## src/rtl/conv_seq_pkg.sv

```systemverilog
// Shared FSM state type and sizing helpers for conv_layer_seq.
// Imported by conv_layer_seq and conv_seq_skid.
package conv_seq_pkg;

  typedef enum logic [2:0] {
    S_IDLE,
    S_LOAD_W,
    S_LOAD_B,
    S_LOAD_A,
    S_START,
    S_WAIT,
    S_DRAIN,
    S_DONE
  } state_e;

  localparam int IDX_W        = 16;
  localparam int CNT_W        = 32;
  localparam int START_CYCLES = 2;
  localparam int CYC_PER_OUT  = 3;

  function automatic int out_dim(input int in_dim, input int k_dim);
    return in_dim - k_dim + 1;
  endfunction

  function automatic int min_wait(input int n_out, input int o_dim);
    return CYC_PER_OUT * n_out * o_dim * o_dim;
  endfunction

endpackage

```

## src/rtl/conv_seq_skid.sv

```systemverilog
// Two-entry output skid buffer; holds words read from the output
// memory while the result stream is stalled.
module conv_seq_skid
  import conv_seq_pkg::*;
#(
  parameter int W = 64
) (
  input  logic         clk,
  input  logic         rst_n,
  input  logic         push,
  input  logic [W-1:0] push_data,
  input  logic         push_last,
  input  logic         pop,
  output logic         valid,
  output logic [W-1:0] data,
  output logic         last,
  output logic [1:0]   count
);

  logic [W:0] mem_q [2];
  logic [W:0] mem_d [2];
  logic       rd_q, rd_d;
  logic       wr_q, wr_d;
  logic [1:0] cnt_q, cnt_d;
  logic       do_pop, do_push;

  always_comb begin
    do_pop  = pop && (cnt_q != 2'd0);
    do_push = push && ((cnt_q != 2'd2) || do_pop);
    mem_d   = mem_q;
    rd_d    = rd_q;
    wr_d    = wr_q;
    if (do_push) begin
      mem_d[wr_q] = {push_last, push_data};
      wr_d        = ~wr_q;
    end
    if (do_pop) begin
      rd_d = ~rd_q;
    end
    cnt_d = cnt_q + {1'b0, do_push} - {1'b0, do_pop};
  end

  always_ff @(posedge clk) begin
    if (!rst_n) begin
      mem_q[0] <= '0;
      mem_q[1] <= '0;
      rd_q     <= 1'b0;
      wr_q     <= 1'b0;
      cnt_q    <= 2'd0;
    end else begin
      mem_q <= mem_d;
      rd_q  <= rd_d;
      wr_q  <= wr_d;
      cnt_q <= cnt_d;
    end
  end

  assign valid = (cnt_q != 2'd0);
  assign data  = valid ? mem_q[rd_q][W-1:0] : '0;
  assign last  = valid && mem_q[rd_q][W];
  assign count = cnt_q;

endmodule

```

## src/rtl/conv_layer_seq.sv

```systemverilog
// Frame sequencer for a convolution datapath: load, compute, drain.
// Define CONV_SEQ_WEIGHT_REUSE_EN to add the reuse_weights input.
module conv_layer_seq
  import conv_seq_pkg::*;
#(
  parameter int NUM_INPUTS  = 1,
  parameter int INPUT_DIM   = 5,
  parameter int NUM_OUTPUTS = 1,
  parameter int KERNEL_DIM  = 3,
  parameter int DATA_SIZE   = 64,
  parameter int TIMEOUT     = 65535
) (
  input  logic                  clk,
  input  logic                  rst_n,
  input  logic                  start,
`ifdef CONV_SEQ_WEIGHT_REUSE_EN
  input  logic                  reuse_weights,
`endif
  output logic                  busy,
  output logic                  error,
  input  logic                  in_valid,
  output logic                  in_ready,
  input  logic [DATA_SIZE-1:0]  in_data,
  output logic                  out_valid,
  input  logic                  out_ready,
  output logic [DATA_SIZE-1:0]  out_data,
  output logic                  out_last,
  output logic                  want_write_weights,
  output logic                  want_write_bias,
  output logic                  want_write_act,
  output logic [DATA_SIZE-1:0]  write_data,
  output logic [DATA_SIZE-1:0]  write_data_act,
  output logic [IDX_W-1:0]      in_index3,
  output logic [IDX_W-1:0]      in_index2,
  output logic [IDX_W-1:0]      in_index1,
  output logic [IDX_W-1:0]      in_index0,
  output logic [IDX_W-1:0]      act_index2,
  output logic [IDX_W-1:0]      act_index1,
  output logic [IDX_W-1:0]      act_index0,
  output logic                  compute,
  output logic [2:0][IDX_W-1:0] read_outmem_index,
  input  logic [DATA_SIZE-1:0]  outmem_out_data,
  input  logic                  output_valid
);

  localparam int OUTPUT_DIM = out_dim(INPUT_DIM, KERNEL_DIM);

  localparam logic [CNT_W-1:0] MIN_WAIT =
    CNT_W'(min_wait(NUM_OUTPUTS, OUTPUT_DIM));
  localparam logic [CNT_W-1:0] TMO    = CNT_W'(TIMEOUT);
  localparam logic [CNT_W-1:0] ST_END = CNT_W'(START_CYCLES - 1);
  localparam logic [CNT_W-1:0] C_ONE  = CNT_W'(1);

  localparam logic [IDX_W-1:0] K_MAX  = IDX_W'(KERNEL_DIM - 1);
  localparam logic [IDX_W-1:0] NI_MAX = IDX_W'(NUM_INPUTS - 1);
  localparam logic [IDX_W-1:0] NO_MAX = IDX_W'(NUM_OUTPUTS - 1);
  localparam logic [IDX_W-1:0] ID_MAX = IDX_W'(INPUT_DIM - 1);
  localparam logic [IDX_W-1:0] OD_MAX = IDX_W'(OUTPUT_DIM - 1);
  localparam logic [IDX_W-1:0] I_ONE  = IDX_W'(1);

  state_e state_q, state_d;

  logic [IDX_W-1:0] wi0_q, wi0_d, wi1_q, wi1_d;
  logic [IDX_W-1:0] wi2_q, wi2_d, wi3_q, wi3_d;
  logic [IDX_W-1:0] ai0_q, ai0_d, ai1_q, ai1_d, ai2_q, ai2_d;
  logic [IDX_W-1:0] ri0_q, ri0_d, ri1_q, ri1_d, ri2_q, ri2_d;
  logic [CNT_W-1:0] cnt_q, cnt_d;
  logic             err_q, err_d;
  logic             rd_done_q, rd_done_d;
  logic             pend_q, pend_d;
  logic             pend_last_q, pend_last_d;

  logic       reuse;
  logic       rdy, xfer;
  logic       ww, wb, wa, cmp;
  logic       sk_valid, sk_last, sk_pop, pop_now;
  logic [1:0] sk_count;
  logic [2:0] occ;
  logic       rd_last;
  logic [DATA_SIZE-1:0] sk_data;

`ifdef CONV_SEQ_WEIGHT_REUSE_EN
  assign reuse = reuse_weights;
`else
  assign reuse = 1'b0;
`endif

  always_comb begin
    state_d     = state_q;
    wi0_d       = wi0_q;
    wi1_d       = wi1_q;
    wi2_d       = wi2_q;
    wi3_d       = wi3_q;
    ai0_d       = ai0_q;
    ai1_d       = ai1_q;
    ai2_d       = ai2_q;
    ri0_d       = ri0_q;
    ri1_d       = ri1_q;
    ri2_d       = ri2_q;
    cnt_d       = cnt_q;
    err_d       = err_q;
    rd_done_d   = rd_done_q;
    pend_d      = 1'b0;
    pend_last_d = 1'b0;
    rdy         = 1'b0;
    ww          = 1'b0;
    wb          = 1'b0;
    wa          = 1'b0;
    cmp         = 1'b0;
    sk_pop      = 1'b0;
    pop_now     = 1'b0;
    occ         = 3'd0;
    rd_last     = (ri0_q == OD_MAX) && (ri1_q == OD_MAX) &&
                  (ri2_q == NO_MAX);
    unique case (state_q)
      S_IDLE: begin
        if (start) begin
          state_d = reuse ? S_LOAD_A : S_LOAD_W;
        end
      end
      S_LOAD_W: begin
        rdy = rst_n;
        if (in_valid && rdy) begin
          ww    = 1'b1;
          wi0_d = wi0_q + I_ONE;
          if (wi0_q == K_MAX) begin
            wi0_d = '0;
            wi1_d = wi1_q + I_ONE;
            if (wi1_q == K_MAX) begin
              wi1_d = '0;
              wi3_d = wi3_q + I_ONE;
              if (wi3_q == NI_MAX) begin
                wi3_d = '0;
                wi2_d = wi2_q + I_ONE;
                if (wi2_q == NO_MAX) begin
                  wi2_d   = '0;
                  state_d = S_LOAD_B;
                end
              end
            end
          end
        end
      end
      S_LOAD_B: begin
        rdy = rst_n;
        if (in_valid && rdy) begin
          wb    = 1'b1;
          wi2_d = wi2_q + I_ONE;
          if (wi2_q == NO_MAX) begin
            wi2_d   = '0;
            state_d = S_LOAD_A;
          end
        end
      end
      S_LOAD_A: begin
        rdy = rst_n;
        if (in_valid && rdy) begin
          wa    = 1'b1;
          ai0_d = ai0_q + I_ONE;
          if (ai0_q == ID_MAX) begin
            ai0_d = '0;
            ai1_d = ai1_q + I_ONE;
            if (ai1_q == ID_MAX) begin
              ai1_d = '0;
              ai2_d = ai2_q + I_ONE;
              if (ai2_q == NI_MAX) begin
                ai2_d   = '0;
                cnt_d   = '0;
                state_d = S_START;
              end
            end
          end
        end
      end
      S_START: begin
        // first pulse clears datapath done, second launches it
        cmp = rst_n;
        if (cnt_q == ST_END) begin
          cnt_d   = '0;
          state_d = S_WAIT;
        end else begin
          cnt_d = cnt_q + C_ONE;
        end
      end
      S_WAIT: begin
        if ((cnt_q >= MIN_WAIT) && output_valid) begin
          cnt_d     = '0;
          rd_done_d = 1'b0;
          state_d   = S_DRAIN;
        end else if (cnt_q == TMO) begin
          cnt_d   = '0;
          err_d   = 1'b1;
          state_d = S_DONE;
        end else begin
          cnt_d = cnt_q + C_ONE;
        end
      end
      S_DRAIN: begin
        sk_pop  = out_ready;
        pop_now = out_ready && sk_valid;
        // count the read still in flight so the skid never overflows
        occ = {1'b0, sk_count} + {2'b00, pend_q} - {2'b00, pop_now};
        if (!rd_done_q && (occ < 3'd2)) begin
          pend_d      = 1'b1;
          pend_last_d = rd_last;
          ri0_d       = ri0_q + I_ONE;
          if (ri0_q == OD_MAX) begin
            ri0_d = '0;
            ri1_d = ri1_q + I_ONE;
            if (ri1_q == OD_MAX) begin
              ri1_d = '0;
              ri2_d = ri2_q + I_ONE;
              if (ri2_q == NO_MAX) begin
                ri2_d     = '0;
                rd_done_d = 1'b1;
              end
            end
          end
        end
        if (pop_now && sk_last) begin
          state_d = S_DONE;
        end
      end
      S_DONE: begin
        state_d = S_IDLE;
      end
    endcase
  end

  always_ff @(posedge clk) begin
    if (!rst_n) begin
      state_q     <= S_IDLE;
      wi0_q       <= '0;
      wi1_q       <= '0;
      wi2_q       <= '0;
      wi3_q       <= '0;
      ai0_q       <= '0;
      ai1_q       <= '0;
      ai2_q       <= '0;
      ri0_q       <= '0;
      ri1_q       <= '0;
      ri2_q       <= '0;
      cnt_q       <= '0;
      err_q       <= 1'b0;
      rd_done_q   <= 1'b0;
      pend_q      <= 1'b0;
      pend_last_q <= 1'b0;
    end else begin
      state_q     <= state_d;
      wi0_q       <= wi0_d;
      wi1_q       <= wi1_d;
      wi2_q       <= wi2_d;
      wi3_q       <= wi3_d;
      ai0_q       <= ai0_d;
      ai1_q       <= ai1_d;
      ai2_q       <= ai2_d;
      ri0_q       <= ri0_d;
      ri1_q       <= ri1_d;
      ri2_q       <= ri2_d;
      cnt_q       <= cnt_d;
      err_q       <= err_d;
      rd_done_q   <= rd_done_d;
      pend_q      <= pend_d;
      pend_last_q <= pend_last_d;
    end
  end

  conv_seq_skid #(
    .W(DATA_SIZE)
  ) u_skid (
    .clk      (clk),
    .rst_n    (rst_n),
    .push     (pend_q),
    .push_data(outmem_out_data),
    .push_last(pend_last_q),
    .pop      (sk_pop),
    .valid    (sk_valid),
    .data     (sk_data),
    .last     (sk_last),
    .count    (sk_count)
  );

  assign xfer               = in_valid && rdy;
  assign in_ready           = rdy;
  assign want_write_weights = ww;
  assign want_write_bias    = wb;
  assign want_write_act     = wa;
  assign write_data         = (ww || wb) ? in_data : '0;
  assign write_data_act     = (wa && xfer) ? in_data : '0;
  assign compute            = cmp;
  assign busy               = (state_q != S_IDLE);
  assign error              = err_q;
  assign out_valid          = sk_valid && (state_q == S_DRAIN);
  assign out_data           = out_valid ? sk_data : '0;
  assign out_last           = out_valid && sk_last;

  assign in_index0  = wi0_q;
  assign in_index1  = wi1_q;
  assign in_index2  = wi2_q;
  assign in_index3  = wi3_q;
  assign act_index0 = ai0_q;
  assign act_index1 = ai1_q;
  assign act_index2 = ai2_q;

  assign read_outmem_index[0] = ri0_q;
  assign read_outmem_index[1] = ri1_q;
  assign read_outmem_index[2] = ri2_q;

endmodule

```

## config.mk

```make
export PLATFORM = sky130hd
export DESIGN_NAME = conv_layer_seq
export DESIGN_NICKNAME = d
export VERILOG_FILES = /design/src/rtl/conv_seq_pkg.sv /design/src/rtl/conv_seq_skid.sv /design/src/rtl/conv_layer_seq.sv
export SDC_FILE = /design/constraint.sdc
export NUM_CORES = 1
export LEC_CHECK = 0
export BUFFER_PORTS_ARGS = -buffer_cell sky130_fd_sc_hd__buf_2
export CELL_PAD_IN_SITES_DETAIL_PLACEMENT = 0
export CELL_PAD_IN_SITES_GLOBAL_PLACEMENT = 2
export CORE_MARGIN = 3
export CORE_UTILIZATION = 30
export DETAILED_ROUTE_END_ITERATION = 10
export PLACE_DENSITY = 0.89
export SLEW_MARGIN = 10
export SYNTH_ARGS = -nofsm -noshare
export SYNTH_HDL_FRONTEND = slang
export SYNTH_SLANG_ARGS = --single-unit
export TNS_END_PERCENT = 50
```

## constraint.sdc

```tcl
create_clock -name clk -period 7.8 [get_ports clk]
set_clock_uncertainty 0.2 [all_clocks]
set_input_delay 1.56 -clock clk [delete_from_list [all_inputs] [get_ports clk]]
set_output_delay 1.56 -clock clk [all_outputs]
set_load 0.02 [all_outputs]
```

* Word-level counts from Yosys, hierarchy flattened *
Index checks and enable logic that the tools add are counted.
Widths: inputs -> output; s select.

operators by class
  $add $sub $neg = 15
  $mul = 0
  div/mod/pow operators = 0
  magnitude comparators = 5
  eq/ne operators = 36
  shift-type cells = 0
  mux-type cells = 65
  bitwise operators = 5
  reduce and logical (&&, ||, !) cells = 45

operator list
  operator               number
  $mux 65                4
  $mux 64                4
  $mux 16                15
  $mux 32                7
  $add 16x1->16 const B  10
  $bwmux 130             1
  $pmux 32 s3            1
  $demux 65 s1           1
  $eq 16x2->1 const B    4
  $logic_not 16->1       4
  $mux 3                 16
  $ne 2x2->1 const B     20
  $add 32x1->32 const B  1
  $eq 16x3->1 const B    2
  $eq 32x1->1 const B    1
  $eq 32x16->1 const B   1
  $ge 32x5->1 const B    1
  $pmux 16 s2            1
  $pmux 3 s8             1
  $logic_and 1x1->1      15
  $reduce_and 15->1      1
  $reduce_and 3->1       5
  $mux 1                 13
  $eq 3x3->1 const B     4
  other kinds (23)       38

storage, ports and cells
  flip-flop bits (word level) = 333
  latch bits = 0
  memory bits (writable) = 0
  memory bits (read-only) = 0
  input port bits = 134
  output and inout bits = 361
  logic and storage cells = 192
  memories kept = 0

* Logic depth before layout (Yosys ltp) *
Gate-level depths: netlist of the first run.

  word-level depth = 8
  gate-level depth with buffers = 13
  depth with buffers taken out = 12

* Modules after synthesis *
Synthesis of the first run repeated with hierarchy kept, for this count alone.

second synthesis, totals
  cells, all modules = 2,036
  area total of the unflattened synthesis = 16,930.0 µm²

modules (own cells, without submodules)
  module          instances  cells an instance  area each (µm²)  seq. area each (µm²)
  conv_layer_seq  1          1,375              10,895.4         3,983.8
  conv_seq_skid   1          661                6,034.5          2,682.6

* Worst setup path before layout of the first run *
Ideal clock, no wire load.

  kind = input -> output
  start point = input port rst_n
  end point = output port write_data_act[55]
  arrival time = 2.835 ns
  data required time = 6.040 ns
  setup slack = 3.205 ns
  stages on the path = 6
  path buffers = 2
  cell sequence = and2_1 nand2_1 inv_1 clkbuf_1 clkbuf_1 and2_1

between the ends
  word-level cells in the longest chain between the ends = 5
  elaborated cells between the ends (all ways) = 7
  those cells by class = mux (4); reduce/logical (3)

ends and longest elaborated chain
  element             line                   source
  from (decl)         conv_layer_seq.sv:14   input logic rst_n,
  $logic_and 1x1->1   conv_layer_seq.sv:157  if (in_valid && rdy) begin
  $mux 1              conv_layer_seq.sv:157
  $mux 1              conv_layer_seq.sv:115  unique case (state_q)
  net want_write_act  conv_layer_seq.sv:30   output logic want_write_act,
  $logic_and 1x1->1   conv_layer_seq.sv:289  assign write_data_act = (wa && xfer) ? in_data : '0;
  $mux 64             conv_layer_seq.sv:289
  to (decl)           conv_layer_seq.sv:32   output logic [DATA_SIZE-1:0] write_data_act,

The timed path passes the listed nets, and every way through them passes these cells.

* Final worst setup path of the first run *
  start point = input port rst_n
  end point = output port write_data_act[11]

between the ends
  word-level cells in the longest chain between the ends = 5
  elaborated cells between the ends (all ways) = 7
  those cells by class = mux (4); reduce/logical (3)

ends and longest elaborated chain
  element                line
  $logic_and 1x1->1      conv_layer_seq.sv:157
  $mux 1                 conv_layer_seq.sv:157
  $mux 1                 conv_layer_seq.sv:115
  $logic_and 1x1->1 (*)  conv_layer_seq.sv:289
  $mux 64 (*)            conv_layer_seq.sv:289

Every way passes the cells marked *; elsewhere a longest branch is shown, timed or not.

==> results of run 1 <==
==> metrics by stage <==
step | hold WS, ns | power [mW] | instances | instance area, um^2
floorplan | 0.232 | 1.94 | 2026 | 15900
global placement | 0.241 | 2.06 | 3101 | 18900
detailed placement | 0.245 | 2.06 | 3101 | 18900
CTS | 0.254 | 4.02 | 3173 | 20300
global route | 0.269 | 4.11 | 3177 | 20300
finish | 0.252 | 3.95 | 3177 | 20300
==> metal layers <==
layer / wire (um) / vias up / share of wire [%] / track usage (%)
met2: 24300 / 416 / 46 / 28.7
met3: 3560 / 74 / 6.8 / 4.38
met1: 23400 / 7377 / 45 / 23.2
met4: 1060 / 6 / 2.0 / 5.41
met5: 41 / - / 0.078 / 0
li1: - / 7632 / - / -
==> synthesized netlist by cell type (all sizes together), types with 6 or more instances <==
| cell | number | area share (%) |
|---|---|---|
| a21oi | 163 | 5.1 |
| and2 | 136 | 5.4 |
| and3 | 53 | 2.1 |
| and4 | 11 | 0.61 |
| buf | 12 | 0.36 |
| clkbuf | 97 | 2.3 |
| dfxtp | 333 | 42 |
| ha | 25 | 2.0 |
| inv | 41 | 0.97 |
| mux2i | 67 | 4.2 |
| nand2 | 350 | 8.3 |
| nand2b | 6 | 0.28 |
| nand3 | 65 | 2.0 |
| nand4 | 56 | 2.2 |
| nor2 | 287 | 6.8 |
| nor3 | 36 | 1.2 |
| nor4 | 27 | 1.1 |
| nor4b | 13 | 0.72 |
| o21ai | 31 | 0.98 |
| or3 | 19 | 0.75 |
| xnor2 | 58 | 3.2 |
| xor2 | 100 | 5.5 |
==> kinds of logic after synthesis <==
| kind of cell | synth area share [%] |
|---|---|
| compound gates | 7.33 |
| mux | 4.22 |
| fa+ha+maj | 2.09 |
| simple gates | 32.1 |
| xor+xnor | 8.70 |
| buf+inv | 3.62 |
| flops | 41.9 |
==> area by class of cell <==
class | instances | area [um^2] | share of cell area (%)
clock inverters | 9 | 133 | 0.653
multi-input cells | 1543 | 8720 | 42.9
repair buffers | 504 | 2550 | 12.5
clock buffers | 63 | 1230 | 6.06
flip-flops and latches | 333 | 6670 | 32.8
diodes | 4 | 10.0 | 0.0493
well taps | 680 | 851 | 4.19
inverters | 41 | 156 | 0.770
==> worst max-delay path, stage by stage <==
cell and delay (ns):
buf_2 0.29, and2_1 0.28, nand2_1 0.17, clkinv_1 0.70
buf_4 0.51, and2_1 0.21, buf_2 0.16
==> how the worst min path moves through the flow <==
stage,from,endpoint,slack (ns)
after detailed placement,pend_last_q$_SDFF_PN0_,u_skid.mem_q[64]$_SDFFE_PN0P_,0.24
final,pend_last_q$_SDFF_PN0_,u_skid.mem_q[129]$_SDFFE_PN0P_,0.25
after CTS,u_skid.mem_q[117]$_SDFFE_PN0P_,u_skid.mem_q[117]$_SDFFE_PN0P_,0.25
after global routing,pend_last_q$_SDFF_PN0_,u_skid.mem_q[64]$_SDFFE_PN0P_,0.27
after global placement,u_skid.mem_q[101]$_SDFFE_PN0P_,u_skid.mem_q[101]$_SDFFE_PN0P_,0.24
after floorplan,pend_last_q$_SDFF_PN0_,u_skid.mem_q[129]$_SDFFE_PN0P_,0.23
==> layout by cell type (no fill, tap or decap), drive strengths merged, types with 3 or more instances in the layout <==
master	count
buf	504
nand2	350
dfxtp	333
nor2	287
a21oi	163
and2	136
xor2	100
mux2i	67
nand3	65
clkbuf	63
xnor2	58
nand4	56
and3	53
inv	41
nor3	36
o21ai	31
nor4	27
ha	25
or3	19
nor4b	13
and4	11
nand2b	6
diode	4
nor2b	4
a31oi	4
clkinv	4
a211oi	3
bufinv	3
==> power by group through the flow <==
stage               Sequential (mW)  Combinational, mW  Clock, mW
global placement               1.76              0.301          0
global route                   1.72              0.326       2.06
finish                         1.72              0.300       1.92
CTS                            1.72              0.302       1.99
floorplan                      1.75              0.184          0
detailed placement             1.76              0.301          0
==> flow_summary.toml, run 1 <==
[outcome]
outcome = "completed"

[synthesis]
syn-num-nets = 2186
yosysWarningCount = 0
synth.distinct_cells = 57
yosys_register_bits = 333
synth_flop_cell = "dfxtp_1"
synth.avg_cell_area_um2 = 7.85
synth-seq-area-share_pct = 41.9
ys_async_sr_fraction_pct = 0
synth_edf_count = 0
syn_area_um2 = 15900
synth_cells = 2026

[cells_and_area]
largest_reg_flops = 130
final_core_util_pct = 39.1
fillers = 5409
fin_nets = 2624
largest_registers = "u_skid.mem_q x130, cnt_q x32"
largest-register = "u_skid.mem_q"
drive_above_1_share_pct = 23.4
syn_to_final_growth_pct = 27.8

[sta]
setup_viol = 0
setup_slack_ns = 2.13
max-slew-margin-rel_pct = 28.8
worstMarginPinSlew_ns = 1.07
finalHoldViolations = 0
fmax_mhz = 177
period_minus_slack_ns = 5.67
final_max_slew_viol_count = 0
fin_crit_sh_pct = 72.6
rsz0062_at_grt = "false"
setup_tns_ns = 0

[placed_design]
hpwl_mm = 37.6
place.gp.congestion = 0.889
dp_slack_ns = 2.05
numPortBuffers = 494

[pwr]
vdd_drop_max_uv = 119
swShare_pct = 24.1
p_int_mw = 3.00
leakage_nw = 8.54
combPwrFrac_pct = 7.6
power_density_nw_per_um2 = 194
seqPwrFrac_pct = 43.7
clockPowerShare_pct = 48.7
switchingPower_uw = 950

[global_routing]
grt_overflow = 0
grt_max_degree = 100
grt_pass1_wl_mm = 81.3
grt_pass1_vias = 14526
antenna_found_initial = 7
grt_use_total_pct = 17.7

[routing]
avgViaCountPerCell = 4.88
ant_nets = 0
num_vias = 15505
routed_wl_mm = 52.4
drt_iter0_drc = 767
firstDrtPassIters = 5
wire_per_inst_um = 16.5
drc_errors = 0

[floorplan]
io_pins = 495
floorplan.initialDensity_pct = 30.6
rows = 83
core-area_um2 = 51900
die_w_um = 236
die_y_um = 236
dieArea_um2 = 55800

[worst_setup_path]
cp_data_required_time_ns = 6.04
cp.arrival_ns = 3.91
worstReg2RegEnd = "ri2_q[1]$_SDFFE_PN0P_"
critPathCapture = "write_data_act[11]"
rr_startpoint = "u_skid.count[1]$_SDFF_PN0_"
rr_worst_depth = 10
worstSetupEndpointType = "primary output"
cp_max_fo = 40
critPathLaunchType = "primary input"
worst-r2r-setup-slack_ns = 3.94
crit_type = "in -> out"
crit_start = "rst_n"

[clock_network]
cts_tree = "yes"
insertion_delay_ns = 0.54
cts_resized = 0
ctsHoldBuffers = 0
path_clk_slew_ns = 0.06
postCtsSetupRepairBufs = 0
cts_htree_levels = 2
cts_sinks = 333
cts_root_buffer = "clkbuf_16"
max-clock-path-buffers = 3
numCtsBuffers = 41

[worst_hold_path]
hold_class = "reg -> reg"
hold_depth = 2

[run]
cap_viol_max_count = 0
No activity file was read; power rests on OpenSTA's default activity.
==> run 2: changes to the inputs <==
Settings changed: CORE_UTILIZATION 30 to 29, PLACE_DENSITY 0.89 to 0.87.
Clock period 7.8 ns to 5.84 ns, I/O delays scaled along.
==> run 2 against run 1 <==
Via count fell by 0.16%. Wire length grew 3.2%. Clock power grew 30%. Die area up 3.4%. Register-to-register slack worse by 1.8 ns. Critical path type unchanged. Largest power group unchanged.
==> flow_summary.toml, run 2 (same netlist as run 1, synthesis figures left out) <==
[outcome]
outcome = "completed"

[clock_network]
numCtsBuffers = 41
postCtsSetupRepairBufs = 0
insertion_delay_ns = 0.56
max-clock-path-buffers = 3
cts_tree = "yes"
cts_sinks = 333
path_clk_slew_ns = 0.06
ctsHoldBuffers = 0
cts_root_buffer = "clkbuf_16"
cts_htree_levels = 2
cts_resized = 0

[routing]
drt_iter0_drc = 710
dr_wl_met3_mm = 3.07
top_layer_used = "met4"
num_vias = 15480
ant_nets = 0
firstDrtPassIters = 5
wire_per_inst_um = 16.9
wl_met2_mm = 25.6
drc_errors = 0
routed_wl_mm = 54.0
avgViaCountPerCell = 4.84
met1Wirelength_mm = 24.1

[worst_setup_path]
rr_worst_depth = 10
rr_startpoint = "u_skid.count[1]$_SDFF_PN0_"
worstSetupEndpointType = "primary output"
cp.arrival_ns = 2.90
worst-r2r-setup-slack_ns = 2.11
crit_start = "rst_n"
cp_max_fo = 69
cp_data_required_time_ns = 4.47
crit_type = "in -> out"
critPathLaunchType = "primary input"
worstReg2RegEnd = "ri2_q[1]$_SDFFE_PN0P_"

[pwr]
clockPowerShare_pct = 48.1
p_int_mw = 3.89
power_density_nw_per_um2 = 257
combPwrFrac_pct = 7.7
leakage_nw = 8.55
seqPwrFrac_pct = 44.2
vdd_drop_max_uv = 169
swShare_pct = 25.4
switchingPower_mw = 1.32

[cells_and_area]
final_common_cell = "buf_2"
final_cell_mix = "494 x buf_2, 348 x nand2_1, 332 x dfxtp_1"
largest-register = "u_skid.mem_q"
drive_above_1_share_pct = 23.7
largest_registers = "u_skid.mem_q x130, cnt_q x32"
syn_to_final_growth_pct = 27.7
fin_nets = 2625
largest_reg_flops = 130

[sta]
setup_tns_ns = 0
whs_ns = 0.251
fmax_mhz = 234
worstMarginPinSlew_ns = 1.14
rsz0062_at_grt = "false"
fin_crit_sh_pct = 73.1
max-slew-margin-rel_pct = 23.4
finalHoldViolations = 0
period_minus_slack_ns = 4.27
setup_viol = 0
final_max_slew_viol_count = 0

[run]
cap_viol_max_count = 0

[global_routing]
grt_max_degree = 103
antenna_found_initial = 6
grt_overflow = 0
grt_use_total_pct = 17.9
grt_pass1_vias = 14806
grt_pass1_wl_mm = 83.2

[worst_hold_path]
hold_class = "reg -> reg"
hold_depth = 2
hold_end = "u_skid.mem_q[129]$_SDFFE_PN0P_"
min_from = "u_skid.mem_q[129]$_SDFFE_PN0P_"

[floorplan]
floorplan.initialDensity_pct = 29.4
core-area_um2 = 54000
die_w_um = 240
rows = 85
dieArea_um2 = 57700
io_pins = 495
die_y_um = 240

[placed_design]
numPortBuffers = 494
hpwl_mm = 38.7
place.gp.congestion = 0.889
-- run 2: critical path, stage by stage --
cell and delay (ns):
buf_2 0.22, and2_1 0.24, nand2_1 0.15, inv_2 0.68, and2_1 0.24, buf_2 0.17
-- run 2: per-stage QoR --
step / instance area, um^2 / power (mW) / util [%] / worst slack [ns] / std cells
floorplan: 15900 / 2.59 / - / 1.88 / 2026
global placement: 19000 / 2.76 / 35.1 / 1.46 / 3118
detailed placement: 19000 / 2.76 / 35.1 / 1.34 / 3118
CTS: 20300 / 5.31 / 37.6 / 1.55 / 3192
global route: 20300 / 5.42 / 37.6 / 1.39 / 3196
finish: 20300 / 5.21 / 37.6 / 1.57 / 3198
-- run 2: layout make-up --
type / instances / area [um^2]
Fill cell: 5656 / 33700
Multi-Input combinational cell: 1543 / 8720
Sequential cell: 333 / 6670
Timing Repair Buffer: 505 / 2550
Clock buffer: 54 / 1130
Tap cell: 696 / 871
Clock inverter: 20 / 188
Inverter: 41 / 156
Antenna cell: 6 / 15.0
-- run 2: worst max-delay path by stage --
stage | end | cells past startpoint
after global routing | write_data_act[44] | 6
after CTS | write_data_act[44] | 6
after detailed placement | ri2_q[1]$_SDFFE_PN0P_ | 11
final | write_data_act[44] | 6
after floorplan | ri1_q[0]$_SDFFE_PN0P_ | 12
after global placement | ri2_q[1]$_SDFFE_PN0P_ | 11
-- run 2: power by group through the flow --
stage          clock network, mW  registers [mW]  logic (mW)
2_1_floorplan                  0            2.34       0.245
4_1_cts                     2.60            2.30       0.407
6_report                    2.50            2.30       0.402
3_5_place_dp                   0            2.35       0.406
5_1_grt                     2.68            2.31       0.438
3_3_place_gp                   0            2.35       0.404
-- run 2: per-layer routing --
layer	vias up	global-route usage, %
li1	7648	-
met1	7366	23.5
met2	401	29.9
met3	65	3.46
met4	0	5.63
met5	-	0
